## config.mk

```make
export PLATFORM = sky130hd
export DESIGN_NAME = reg_scoreboard_flat
export DESIGN_NICKNAME = d
export VERILOG_FILES = /design/src/rtl/reg_scoreboard_pkg.sv /design/src/rtl/reg_scoreboard_if.sv /design/src/rtl/reg_scoreboard_sb_counter.sv /design/src/rtl/reg_scoreboard.sv /design/src/flat_wrapper.sv
export SDC_FILE = /design/constraint.sdc
export NUM_CORES = 1
export LEC_CHECK = 0
export BUFFER_PORTS_ARGS = -buffer_cell sky130_fd_sc_hd__buf_2
export CAP_MARGIN = 20
export CORE_ASPECT_RATIO = 1.5
export CORE_UTILIZATION = 30
export CTS_BUF_LIST = sky130_fd_sc_hd__clkbuf_16
export CTS_CLUSTER_SIZE = 8
export DETAILED_ROUTE_END_ITERATION = 16
export PLACE_DENSITY_LB_ADDON = 0.05
export SLEW_MARGIN = 20
export SYNTH_ARGS = -nofsm -noshare
export SYNTH_HDL_FRONTEND = slang
export SYNTH_SLANG_ARGS = --single-unit
```

## constraint.sdc

```tcl
create_clock -name clk -period 5.77 [get_ports clk]
set_clock_uncertainty 0.2 [all_clocks]
set_input_delay 0.2885 -clock clk [delete_from_list [all_inputs] [get_ports clk]]
set_output_delay 0.2885 -clock clk [all_outputs]
set_load 0.01 [all_outputs]
```

## src/rtl/reg_scoreboard_pkg.sv

```systemverilog
// Processor-wide shared constants: register-file index width and the
// default depth of the scoreboard's pending-write counters.
package reg_scoreboard_pkg;

  // Register index width shared with the register file.
  localparam int REG_IDX_W = 4;
  localparam int NUM_ARCH_REGS = 1 << REG_IDX_W;

  // Default width of each per-register pending-write counter.
  localparam int SB_CNT_W = 2;

  typedef logic [REG_IDX_W-1:0] reg_idx_t;

endpackage

```

## src/rtl/reg_scoreboard_if.sv

```systemverilog
// Decode/writeback bus between the pipeline and the register scoreboard.
interface reg_scoreboard_if
  import reg_scoreboard_pkg::*;
#(
  parameter int REG_INDEX_WIDTH = REG_IDX_W,
  parameter int CNT_WIDTH       = SB_CNT_W
);
  logic                                issue_valid;
  logic                                issue_ready;
  logic [REG_INDEX_WIDTH-1:0]          sr1_ind;
  logic [REG_INDEX_WIDTH-1:0]          sr2_ind;
  logic                                sr1_used;
  logic                                sr2_used;
  logic [REG_INDEX_WIDTH-1:0]          dr_ind;
  logic                                dr_used;
  logic                                wb_valid;
  logic [REG_INDEX_WIDTH-1:0]          wb_ind;
  logic                                flush;
  logic [(1<<REG_INDEX_WIDTH)-1:0]     busy_vec;
  logic [REG_INDEX_WIDTH+CNT_WIDTH-1:0] inflight;
  logic                                wb_error;

  // Pipeline side: presents instructions and writebacks.
  modport master (
    output issue_valid, sr1_ind, sr2_ind, sr1_used, sr2_used,
           dr_ind, dr_used, wb_valid, wb_ind, flush,
    input  issue_ready, busy_vec, inflight, wb_error
  );

  // Scoreboard side.
  modport slave (
    input  issue_valid, sr1_ind, sr2_ind, sr1_used, sr2_used,
           dr_ind, dr_used, wb_valid, wb_ind, flush,
    output issue_ready, busy_vec, inflight, wb_error
  );
endinterface

```

## src/rtl/reg_scoreboard_sb_counter.sv

```systemverilog
// Single saturating up/down pending-write counter for one register.
module sb_counter #(
  parameter int CNT_WIDTH = 2
) (
  input  logic                 clk,
  input  logic                 rst,
  input  logic                 i_inc,
  input  logic                 i_dec,
  input  logic                 i_clr,
  output logic [CNT_WIDTH-1:0] o_count,
  output logic                 o_underflow
);
  localparam logic [CNT_WIDTH-1:0] CNT_MAX = '1;

  logic [CNT_WIDTH-1:0] r_count;

  // Clear wins; simultaneous inc and dec cancel; saturate at both ends.
  always_ff @(posedge clk or posedge rst) begin
    if (rst) begin
      r_count <= '0;
    end else if (i_clr) begin
      r_count <= '0;
    end else if (i_inc && !i_dec && (r_count != CNT_MAX)) begin
      r_count <= r_count + 1'b1;
    end else if (i_dec && !i_inc && (r_count != '0)) begin
      r_count <= r_count - 1'b1;
    end
  end

  assign o_count     = r_count;
  // A lone decrement of an empty counter is a writeback with nothing pending.
  assign o_underflow = i_dec && !i_inc && !i_clr && (r_count == '0);

endmodule

```

## src/rtl/reg_scoreboard.sv

```systemverilog
// Register scoreboard: tracks pending writes per architectural register,
// stalls issue on RAW hazards and counter saturation, flags stray writebacks.
module reg_scoreboard
  import reg_scoreboard_pkg::*;
#(
  parameter int REG_INDEX_WIDTH = REG_IDX_W,
  parameter int CNT_WIDTH       = SB_CNT_W
) (
  input  logic              clk,
  input  logic              reset,
  reg_scoreboard_if.slave   sb
);
  localparam int NUM_REGS = 1 << REG_INDEX_WIDTH;
  localparam int INF_W    = REG_INDEX_WIDTH + CNT_WIDTH;
  localparam logic [CNT_WIDTH-1:0] CNT_MAX = '1;

  logic [CNT_WIDTH-1:0] w_cnt [NUM_REGS];
  logic [NUM_REGS-1:0]  w_inc;
  logic [NUM_REGS-1:0]  w_dec;
  logic [NUM_REGS-1:0]  w_uf;
  logic [NUM_REGS-1:0]  w_busy;
  logic                 w_ready;
  logic                 w_fire;
  logic                 w_same;
  logic                 w_up;
  logic                 w_dn;
  logic [INF_W-1:0]     r_inflight;
  logic                 r_wb_error;

  // Hazard check against registered state only; no writeback bypass.
  always_comb begin
    w_ready = 1'b1;
    if (sb.flush)                                  w_ready = 1'b0;
    if (sb.sr1_used && w_busy[sb.sr1_ind])         w_ready = 1'b0;
    if (sb.sr2_used && w_busy[sb.sr2_ind])         w_ready = 1'b0;
    if (sb.dr_used && (w_cnt[sb.dr_ind] == CNT_MAX)) w_ready = 1'b0;
  end

  assign w_fire = sb.issue_valid && w_ready;

  // Net effect on the total: an issue and writeback to the same register cancel.
  assign w_same = w_fire && sb.dr_used && sb.wb_valid && (sb.dr_ind == sb.wb_ind);
  assign w_up   = w_fire && sb.dr_used && !w_same;
  assign w_dn   = sb.wb_valid && !w_same && (w_cnt[sb.wb_ind] != '0);

  genvar gi;
  generate
    for (gi = 0; gi < NUM_REGS; gi++) begin : g_cnt
      assign w_inc[gi] = w_fire && sb.dr_used && (sb.dr_ind == REG_INDEX_WIDTH'(gi));
      assign w_dec[gi] = sb.wb_valid && (sb.wb_ind == REG_INDEX_WIDTH'(gi));

      sb_counter #(.CNT_WIDTH(CNT_WIDTH)) u_cnt (
        .clk         (clk),
        .rst         (reset),
        .i_inc       (w_inc[gi]),
        .i_dec       (w_dec[gi]),
        .i_clr       (sb.flush),
        .o_count     (w_cnt[gi]),
        .o_underflow (w_uf[gi])
      );

      assign w_busy[gi] = (w_cnt[gi] != '0);
    end
  endgenerate

  // Running total of pending writes, updated on the same edge as the counters.
  always_ff @(posedge clk or posedge reset) begin
    if (reset) begin
      r_inflight <= '0;
    end else if (sb.flush) begin
      r_inflight <= '0;
    end else if (w_up && !w_dn) begin
      r_inflight <= r_inflight + 1'b1;
    end else if (w_dn && !w_up) begin
      r_inflight <= r_inflight - 1'b1;
    end
  end

  // Sticky stray-writeback flag; only reset clears it.
  always_ff @(posedge clk or posedge reset) begin
    if (reset) begin
      r_wb_error <= 1'b0;
    end else if (|w_uf) begin
      r_wb_error <= 1'b1;
    end
  end

  assign sb.issue_ready = w_ready;
  assign sb.busy_vec    = w_busy;
  assign sb.inflight    = r_inflight;
  assign sb.wb_error    = r_wb_error;

endmodule
```

## src/flat_wrapper.sv

```systemverilog
// flat-port wrapper written by rule: the top's interface ports become plain ports
module reg_scoreboard_flat import reg_scoreboard_pkg::*;
#(
  parameter int REG_INDEX_WIDTH = REG_IDX_W,
  parameter int CNT_WIDTH       = SB_CNT_W
)
  (clk, reset, sb_issue_valid, sb_sr1_ind, sb_sr2_ind, sb_sr1_used, sb_sr2_used, sb_dr_ind, sb_dr_used, sb_wb_valid, sb_wb_ind, sb_flush, sb_issue_ready, sb_busy_vec, sb_inflight, sb_wb_error);
  reg_scoreboard_if #(.REG_INDEX_WIDTH(REG_INDEX_WIDTH), .CNT_WIDTH(CNT_WIDTH)) sb_i ();
  input  logic clk;
  input  logic reset;
  input wire logic [$bits(sb_i.issue_valid)-1:0] sb_issue_valid;
  input wire logic [$bits(sb_i.sr1_ind)-1:0] sb_sr1_ind;
  input wire logic [$bits(sb_i.sr2_ind)-1:0] sb_sr2_ind;
  input wire logic [$bits(sb_i.sr1_used)-1:0] sb_sr1_used;
  input wire logic [$bits(sb_i.sr2_used)-1:0] sb_sr2_used;
  input wire logic [$bits(sb_i.dr_ind)-1:0] sb_dr_ind;
  input wire logic [$bits(sb_i.dr_used)-1:0] sb_dr_used;
  input wire logic [$bits(sb_i.wb_valid)-1:0] sb_wb_valid;
  input wire logic [$bits(sb_i.wb_ind)-1:0] sb_wb_ind;
  input wire logic [$bits(sb_i.flush)-1:0] sb_flush;
  output wire logic [$bits(sb_i.issue_ready)-1:0] sb_issue_ready;
  output wire logic [$bits(sb_i.busy_vec)-1:0] sb_busy_vec;
  output wire logic [$bits(sb_i.inflight)-1:0] sb_inflight;
  output wire logic [$bits(sb_i.wb_error)-1:0] sb_wb_error;
  assign sb_i.issue_valid = sb_issue_valid;
  assign sb_i.sr1_ind = sb_sr1_ind;
  assign sb_i.sr2_ind = sb_sr2_ind;
  assign sb_i.sr1_used = sb_sr1_used;
  assign sb_i.sr2_used = sb_sr2_used;
  assign sb_i.dr_ind = sb_dr_ind;
  assign sb_i.dr_used = sb_dr_used;
  assign sb_i.wb_valid = sb_wb_valid;
  assign sb_i.wb_ind = sb_wb_ind;
  assign sb_i.flush = sb_flush;
  assign sb_issue_ready = sb_i.issue_ready;
  assign sb_busy_vec = sb_i.busy_vec;
  assign sb_inflight = sb_i.inflight;
  assign sb_wb_error = sb_i.wb_error;
  reg_scoreboard #(.REG_INDEX_WIDTH(REG_INDEX_WIDTH), .CNT_WIDTH(CNT_WIDTH)) u_core (.clk(clk), .reset(reset), .sb(sb_i));
endmodule
```

== Word-level counts from Yosys, hierarchy flattened ==
Index checks and enable logic that the tools add are counted.

* Shift-type cells: 0
* Add/subtract/negate cells: 34
* Bitwise gates (word level): 2
* Multiplexer cells: 65
* Divide/modulo/power cells: 0
* Order comparisons: 4
* Multiply operators: 0
* Equal/unequal tests: 48
* Reduce and logical (&&, ||, !) cells: 229

{| class="wikitable"
|+ Operator list
! kind !! count
|-
| $logic_and 1x1->1 || 140
|-
| $mux 2 || 52
|-
| $eq 4x4->1 const B || 16
|-
| $reduce_bool 3->1 || 17
|-
| $logic_not 1->1 || 36
|-
| $reduce_bool 2->1 || 17
|-
| $add 2x1->2 const B || 16
|-
| $eq 4x3->1 const B || 8
|-
| $logic_not 2->1 || 16
|-
| $ne 2x2->1 const B || 16
|-
| $sub 2x1->2 const B || 16
|-
| $mux 6 || 3
|-
| $bmux 2 s4 || 2
|-
| $eq 4x2->1 const B || 4
|-
| $reduce_or 16->1 || 1
|-
| $ge 5x5->1 const B || 2
|-
| $lt 4x5->1 const B || 2
|-
| $not 4->5 || 2
|-
| $bmux 1 s4 || 2
|-
| $eq 4x1->1 const B || 2
|-
| $logic_not 4->1 || 2
|-
| $add 6x1->6 const B || 1
|-
| $mux 1 || 6
|-
| $sub 6x1->6 const B || 1
|-
| other kinds (2) || 2
|}

* Flip-flop bits (word level): 39
* Bits in read-only memories: 0
* Bits of input ports: 24
* Bits in writable memories: 0
* Memories kept: 0
* Latch bits: 0

== Longest topological paths before layout ==
* Depth after elaboration: 18
* Depth in mapped cells: 17
* Mapped depth without buffers: 16

== By module ==
From an unflattened synthesis, not the netlist that was laid out.

* Cell total of the unflattened synthesis: 431
* Area, all modules: 3833.7 sq um

{| class="wikitable"
|+ Modules (own cells, without submodules)
! module !! seq. area each (sq um) !! cells each !! area an instance (sq um) !! instances
|-
| sb_counter || 50.0 || 14 || 131.4 || 16
|-
| reg_scoreboard || 175.2 || 207 || 1731.7 || 1
|}

== Worst setup path before layout ==
OpenSTA, ideal clock, no wires.

* Path type: reg-to-reg
* Start: reg u_core.g_cnt[1].u_cnt.r_count[1]
* End: reg u_core.r_inflight[5], in the netlist u_core.sb.inflight[5]
* Slack: 1659 ps
* Arrival time: 3784 ps
* Stages on the path, launching flop included: 15
* Required time: 5442 ps
* Period minus slack after synthesis: 4111 ps
* Library setup time: 128 ps
* Path buffers: 0
* Path through: dfrtp_1 nor2_2 inv_1 mux4_2 a2111oi_2 a311o_2 nand3_4 or4_4 ha_1 a21o_1 a21o_1 a21o_2 a21oi_1 mux2i_1 mux2_1

* Cells in the longest elaborated chain, start to end: 18
* Elaborated cells on any way between the ends: 34
* Classes of those cells: eq/ne (1); mux (15); reduce/logical (18)

{| class="wikitable"
|+ Ends and longest elaborated chain
! what !! RTL line !! source
|-
| from (decl) || reg_scoreboard_sb_counter.sv:15 || <nowiki>logic [CNT_WIDTH-1:0] r_count;</nowiki>
|-
| from (signal assigned) || reg_scoreboard_sb_counter.sv:24 || <nowiki>r_count <= r_count + 1'b1;</nowiki>
|-
| from (signal assigned) || reg_scoreboard_sb_counter.sv:26 || <nowiki>r_count <= r_count - 1'b1;</nowiki>
|-
| $reduce_bool 2->1 (*) || reg_scoreboard.sv:62 || <nowiki>assign w_busy[gi] = (w_cnt[gi] != '0);</nowiki>
|-
| named net sb_busy_vec[1] || flat_wrapper.sv:22 || <nowiki>output wire logic [$bits(sb_i.busy_vec)-1:0] sb_busy_vec;</nowiki>
|-
| $bmux 1 s4 || reg_scoreboard.sv:34 || <nowiki>if (sb.sr1_used && w_busy[sb.sr1_ind]) w_ready = 1'b0;</nowiki>
|-
| $mux 1 (not written as such) || reg_scoreboard.sv:34 ||
|-
| $logic_and 1x1->1 || reg_scoreboard.sv:34 ||
|-
| $mux 1 || reg_scoreboard.sv:34 ||
|-
| $mux 1 (*) || reg_scoreboard.sv:35 || <nowiki>if (sb.sr2_used && w_busy[sb.sr2_ind]) w_ready = 1'b0;</nowiki>
|-
| $mux 1 (*) || reg_scoreboard.sv:36 || <nowiki>if (sb.dr_used && (w_cnt[sb.dr_ind] == CNT_MAX)) w_ready = 1'b0;</nowiki>
|-
| $logic_and 1x1->1 (*) || reg_scoreboard.sv:39 || <nowiki>assign w_fire = sb.issue_valid && w_ready;</nowiki>
|-
| $logic_and 1x1->1 (*) || reg_scoreboard.sv:42, reg_scoreboard.sv:43 ||
|-
| $logic_and 1x1->1 (2 in series) || reg_scoreboard.sv:42 || <nowiki>assign w_same = w_fire && sb.dr_used && sb.wb_valid && (sb.dr_ind == sb.wb_ind);</nowiki>
|-
| $logic_not 1->1 || reg_scoreboard.sv:43, reg_scoreboard.sv:44 ||
|-
| $logic_and 1x1->1 (2 in series) || reg_scoreboard.sv:44 || <nowiki>assign w_dn = sb.wb_valid && !w_same && (w_cnt[sb.wb_ind] != '0);</nowiki>
|-
| $logic_not 1->1 || reg_scoreboard.sv:72 || <nowiki>end else if (w_up && !w_dn) begin</nowiki>
|-
| $logic_and 1x1->1 || reg_scoreboard.sv:72 ||
|-
| $mux 6 || reg_scoreboard.sv:72 ||
|-
| $mux 6 || reg_scoreboard.sv:70 || <nowiki>end else if (sb.flush) begin</nowiki>
|-
| to (signal assigned) || reg_scoreboard.sv:73 || <nowiki>r_inflight <= r_inflight + 1'b1;</nowiki>
|-
| to (signal assigned) || reg_scoreboard.sv:75 || <nowiki>r_inflight <= r_inflight - 1'b1;</nowiki>
|-
| to (decl) || reg_scoreboard.sv:27 || <nowiki>logic [INF_W-1:0] r_inflight;</nowiki>
|}

Mark *: on every way through the listed nets, which the timed path passes. The rest lies on a longest branch. The select of a mux whose other input is x is not followed.
A chain may end at the register's enable or synchronous reset.

== Worst setup path in the final report ==
* Start: reg u_core.g_cnt[5].u_cnt.r_count[0]
* End: reg u_core.r_inflight[5], in the netlist u_core.sb.inflight[5]

* Cells in the longest elaborated chain, start to end: 18
* Elaborated cells on any way between the ends: 34
* Classes of those cells: eq/ne (1); mux (15); reduce/logical (18)

{| class="wikitable"
|+ Ends and longest elaborated chain
! what !! RTL line
|-
| from (decl) || reg_scoreboard_sb_counter.sv:15
|-
| from (signal assigned) || reg_scoreboard_sb_counter.sv:24
|-
| from (signal assigned) || reg_scoreboard_sb_counter.sv:26
|-
| $reduce_bool 2->1 || reg_scoreboard.sv:62
|-
| $bmux 1 s4 || reg_scoreboard.sv:34
|-
| $mux 1 (not written as such) || reg_scoreboard.sv:34
|-
| $logic_and 1x1->1 || reg_scoreboard.sv:34
|-
| $mux 1 || reg_scoreboard.sv:34
|-
| $mux 1 || reg_scoreboard.sv:35
|-
| $mux 1 || reg_scoreboard.sv:36
|-
| $logic_and 1x1->1 || reg_scoreboard.sv:39
|-
| $logic_and 1x1->1 || reg_scoreboard.sv:42, reg_scoreboard.sv:43
|-
| $logic_and 1x1->1 (2 in series) || reg_scoreboard.sv:42
|-
| $logic_not 1->1 || reg_scoreboard.sv:43, reg_scoreboard.sv:44
|-
| $logic_and 1x1->1 (2 in series) || reg_scoreboard.sv:44
|-
| $logic_not 1->1 || reg_scoreboard.sv:72
|-
| $logic_and 1x1->1 || reg_scoreboard.sv:72
|-
| $mux 6 || reg_scoreboard.sv:72
|-
| $mux 6 || reg_scoreboard.sv:70
|}

Several ways; a longest one is shown, not always the timed one. The select of a mux whose other input is x is not followed.

==> impl_metrics.env <==
export IMPL_ant_nets=0
export IMPL_fin_hold_ws_ns=0.374
export IMPL_path_class="reg2reg"
export IMPL_fin_crit_ns=4.41
export IMPL_die_h_um=137
export IMPL_ys_ff_latch=39
export IMPL_p_leak_nw=1.78
export IMPL_synth_cell_types=72
export IMPL_hpwl_um=9750
export IMPL_place_ws_ns=1.35
export IMPL_netlist_area_um2=3620
export IMPL_grt_ovfl_total=0
export IMPL_syn_avg_cell_area_um2=8.80
export IMPL_async_flop_share_pct=100
export IMPL_tns_ns=0
export IMPL_dp_cells=590
export IMPL_track_usage_pct=21.4
export IMPL_antenna_found_initial=0
export IMPL_initial_core_util_pct=31.1
export IMPL_slew_violations=0
export IMPL_min_path_type="reg2reg"
export IMPL_diodes=0
export IMPL_num_io_pins=48
export IMPL_nNetsFinal=477
export IMPL_finalInstanceArea_um2=4090
export IMPL_drive_gt1_share_pct=23.2
export IMPL_r2r_slack_ns=1.36
export IMPL_setup_ws_ns=1.36
export IMPL_clock_latency_ns=0.29
export IMPL_relSlewSlack_pct=49.4
export IMPL_start_kind="flip-flop"
export IMPL_vdd_drop_max_v=0.000108
export IMPL_synthTopCellsByArea="dfrtp_1, mux4_2, nor2_1"
export IMPL_rows=48
export IMPL_synth_top_flop_cell="dfrtp_1"
export IMPL_first_pass_iters=4
export IMPL_totalWireLength_um=12600
export IMPL_cp_max_fo=10
export IMPL_powerDensity_nw_per_um2=173
export IMPL_fmax_mhz=227
export IMPL_cts_buffer_depth=2
export IMPL_cap_violations=0
export IMPL_tightestPinTransition_ns=0.757
export IMPL_dieArea_um2=12500
export IMPL_wl_per_cell_um=21.0
export IMPL_cp_required_ns=5.75
export IMPL_cts_tree="done"
export IMPL_synth_area_leader_cell="dfrtp_1"
export IMPL_drt_iter0_markers=243
export IMPL_vias_per_cell=5.72
export IMPL_first_global_vias=3321
export IMPL_syn_inst=411
export IMPL_finalHoldViolations=0
export IMPL_vias=3429
export IMPL_syn_num_nets=440
export IMPL_coreArea_um2=11700
export IMPL_post_cts_resize_count=0
export IMPL_crit_arrival_ns=4.39
export IMPL_clock_root_buffer="clkbuf_16"
export IMPL_yosysWarnings=0
export IMPL_cts_sinks=39
export IMPL_numPortBuffers=47
export IMPL_areaGrowthSynthToFinish_pct=13.1
export IMPL_h_tree_depth=2
export IMPL_utilization_pct=35.1
export IMPL_fp_dieW_um=91.7
export IMPL_setup_viol_count_final=0
export IMPL_rsz0062_at_grt="no"
export IMPL_placement_cell_area_um2=3940
export IMPL_synth_edf_count=0
export IMPL_path_clk_slew_ns=0.06
export IMPL_drcViolationCount=0
export IMPL_end_kind="flip-flop"
export IMPL_grt_max_degree=55
export IMPL_outcome="completed"
export IMPL_cts_buffers=5
export IMPL_power_mw=0.706
export IMPL_gp_congestion=0.871
export IMPL_fin_cells=599
export IMPL_finalCritPeriodShare_pct=76.5
export IMPL_grt_pass1_wl_um=20000
export IMPL_yosysSeqAreaShare_pct=27.0
export IMPL_synth_top_cell_area_share_pct=27.0
worst paths after layout:
path / endpoint / start / cells past startpoint
hold reg to reg: u_core.sb.inflight[2] / u_core.sb.inflight[2] / 2
min in group asynchronous: u_core.g_cnt[4].u_cnt.o_count[0] / reset / 4
setup reg to reg: u_core.sb.inflight[5] / u_core.g_cnt[5].u_cnt.o_count[0] / 14
setup / recovery: u_core.sb.inflight[5] / u_core.g_cnt[5].u_cnt.o_count[0] / 14
hold / removal: u_core.sb.inflight[2] / u_core.sb.inflight[2] / 2
max in group asynchronous: u_core.g_cnt[1].u_cnt.o_count[0] / reset / 4
timing repair:
item,CTS,global route
buffers inserted,0,0
hold buffers,1,0
hold endpoints to repair,39,0
layout make-up:
| cell class | instances | area (µm²) |
|---|---|---|
| clock inverters | 3 | 15.0 |
| well taps | 150 | 188 |
| inverters | 30 | 114 |
| flip-flops and latches | 39 | 976 |
| fillers | 1266 | 7560 |
| multi-input cells | 319 | 2390 |
| clock buffers | 5 | 125 |
| repair buffers | 53 | 283 |
logic make-up (layout without fill, tap and decap cells):
group | after synthesis | in the layout | share of synthesized area, %
adder cells (fa/ha/maj) | 5 | 5 | 1.94
AO/OA/AOI/OAI | 114 | 114 | 21.4
flip-flops | 39 | 39 | 27.0
XOR/XNOR | 9 | 9 | 2.18
AND/OR/NAND/NOR | 162 | 162 | 24.9
multiplexers | 29 | 29 | 15.6
buffers and inverters | 53 | 91 | 6.95
per-layer routing:
metal	wire, µm	GRT usage, %	vias to the layer above
met3	482	2.78	12
met2	6870	39.7	94
met5	0	0	-
li1	-	-	1614
met1	5030	25.4	1709
met4	221	6.88	0
synth_stat cells, types with 4 or more instances:
cell type and count:
inv_2 4, a211oi_1 12, inv_1 25, a21oi_1 24
o21a_1 12, xor2_1 6, and4_1 9, nor3b_1 5
buf_2 4, nor3_1 20, nand3_1 11, nor2b_1 6
a31oi_1 9, nand2b_1 18, dfrtp_1 39, or2_2 4
mux4_2 14, o41ai_1 4, clkbuf_1 11, nor2_1 39
ha_1 4, mux4_1 5, o21ai_0 20, mux2i_1 6
nor4_1 4, nand2_1 21, o21ai_1 4
registers in the layout, summed over array words and instances (netlist names):
signal / count
u_core.sb.wb_error: 1
u_core.sb.inflight: 6
u_core.g_cnt.u_cnt.o_count: 32
critical path: stages, from the launching register on:
cell	delay, ns
dfrtp_1	0.44
nor2_4	0.24
inv_2	0.06
mux4_2	0.48
a2111oi_2	0.37
a311o_2	0.20
nand3_4	0.14
or4_4	0.61
ha_1	0.29
a21o_1	0.15
a21o_1	0.19
a21o_2	0.21
a21oi_1	0.16
mux2i_1	0.22
mux2_1	0.33
report_power, final:
part	total, mW	internal (mW)	switching (mW)
clock	0.276	0.157	0.119
combinational	0.141	0.0542	0.0872
sequential	0.288	0.280	0.00817
layout by cell type (no fill, tap or decap), types with 14 or more instances in the layout:
cell / instances
o21ai_0: 20
nand2_1: 21
mux4_2: 14
dfrtp_1: 39
nor3_1: 20
buf_2: 47
nand2b_1: 18
a21oi_1: 24
nor2_1: 39
inv_1: 24
(Power assumes the default switching activity.)
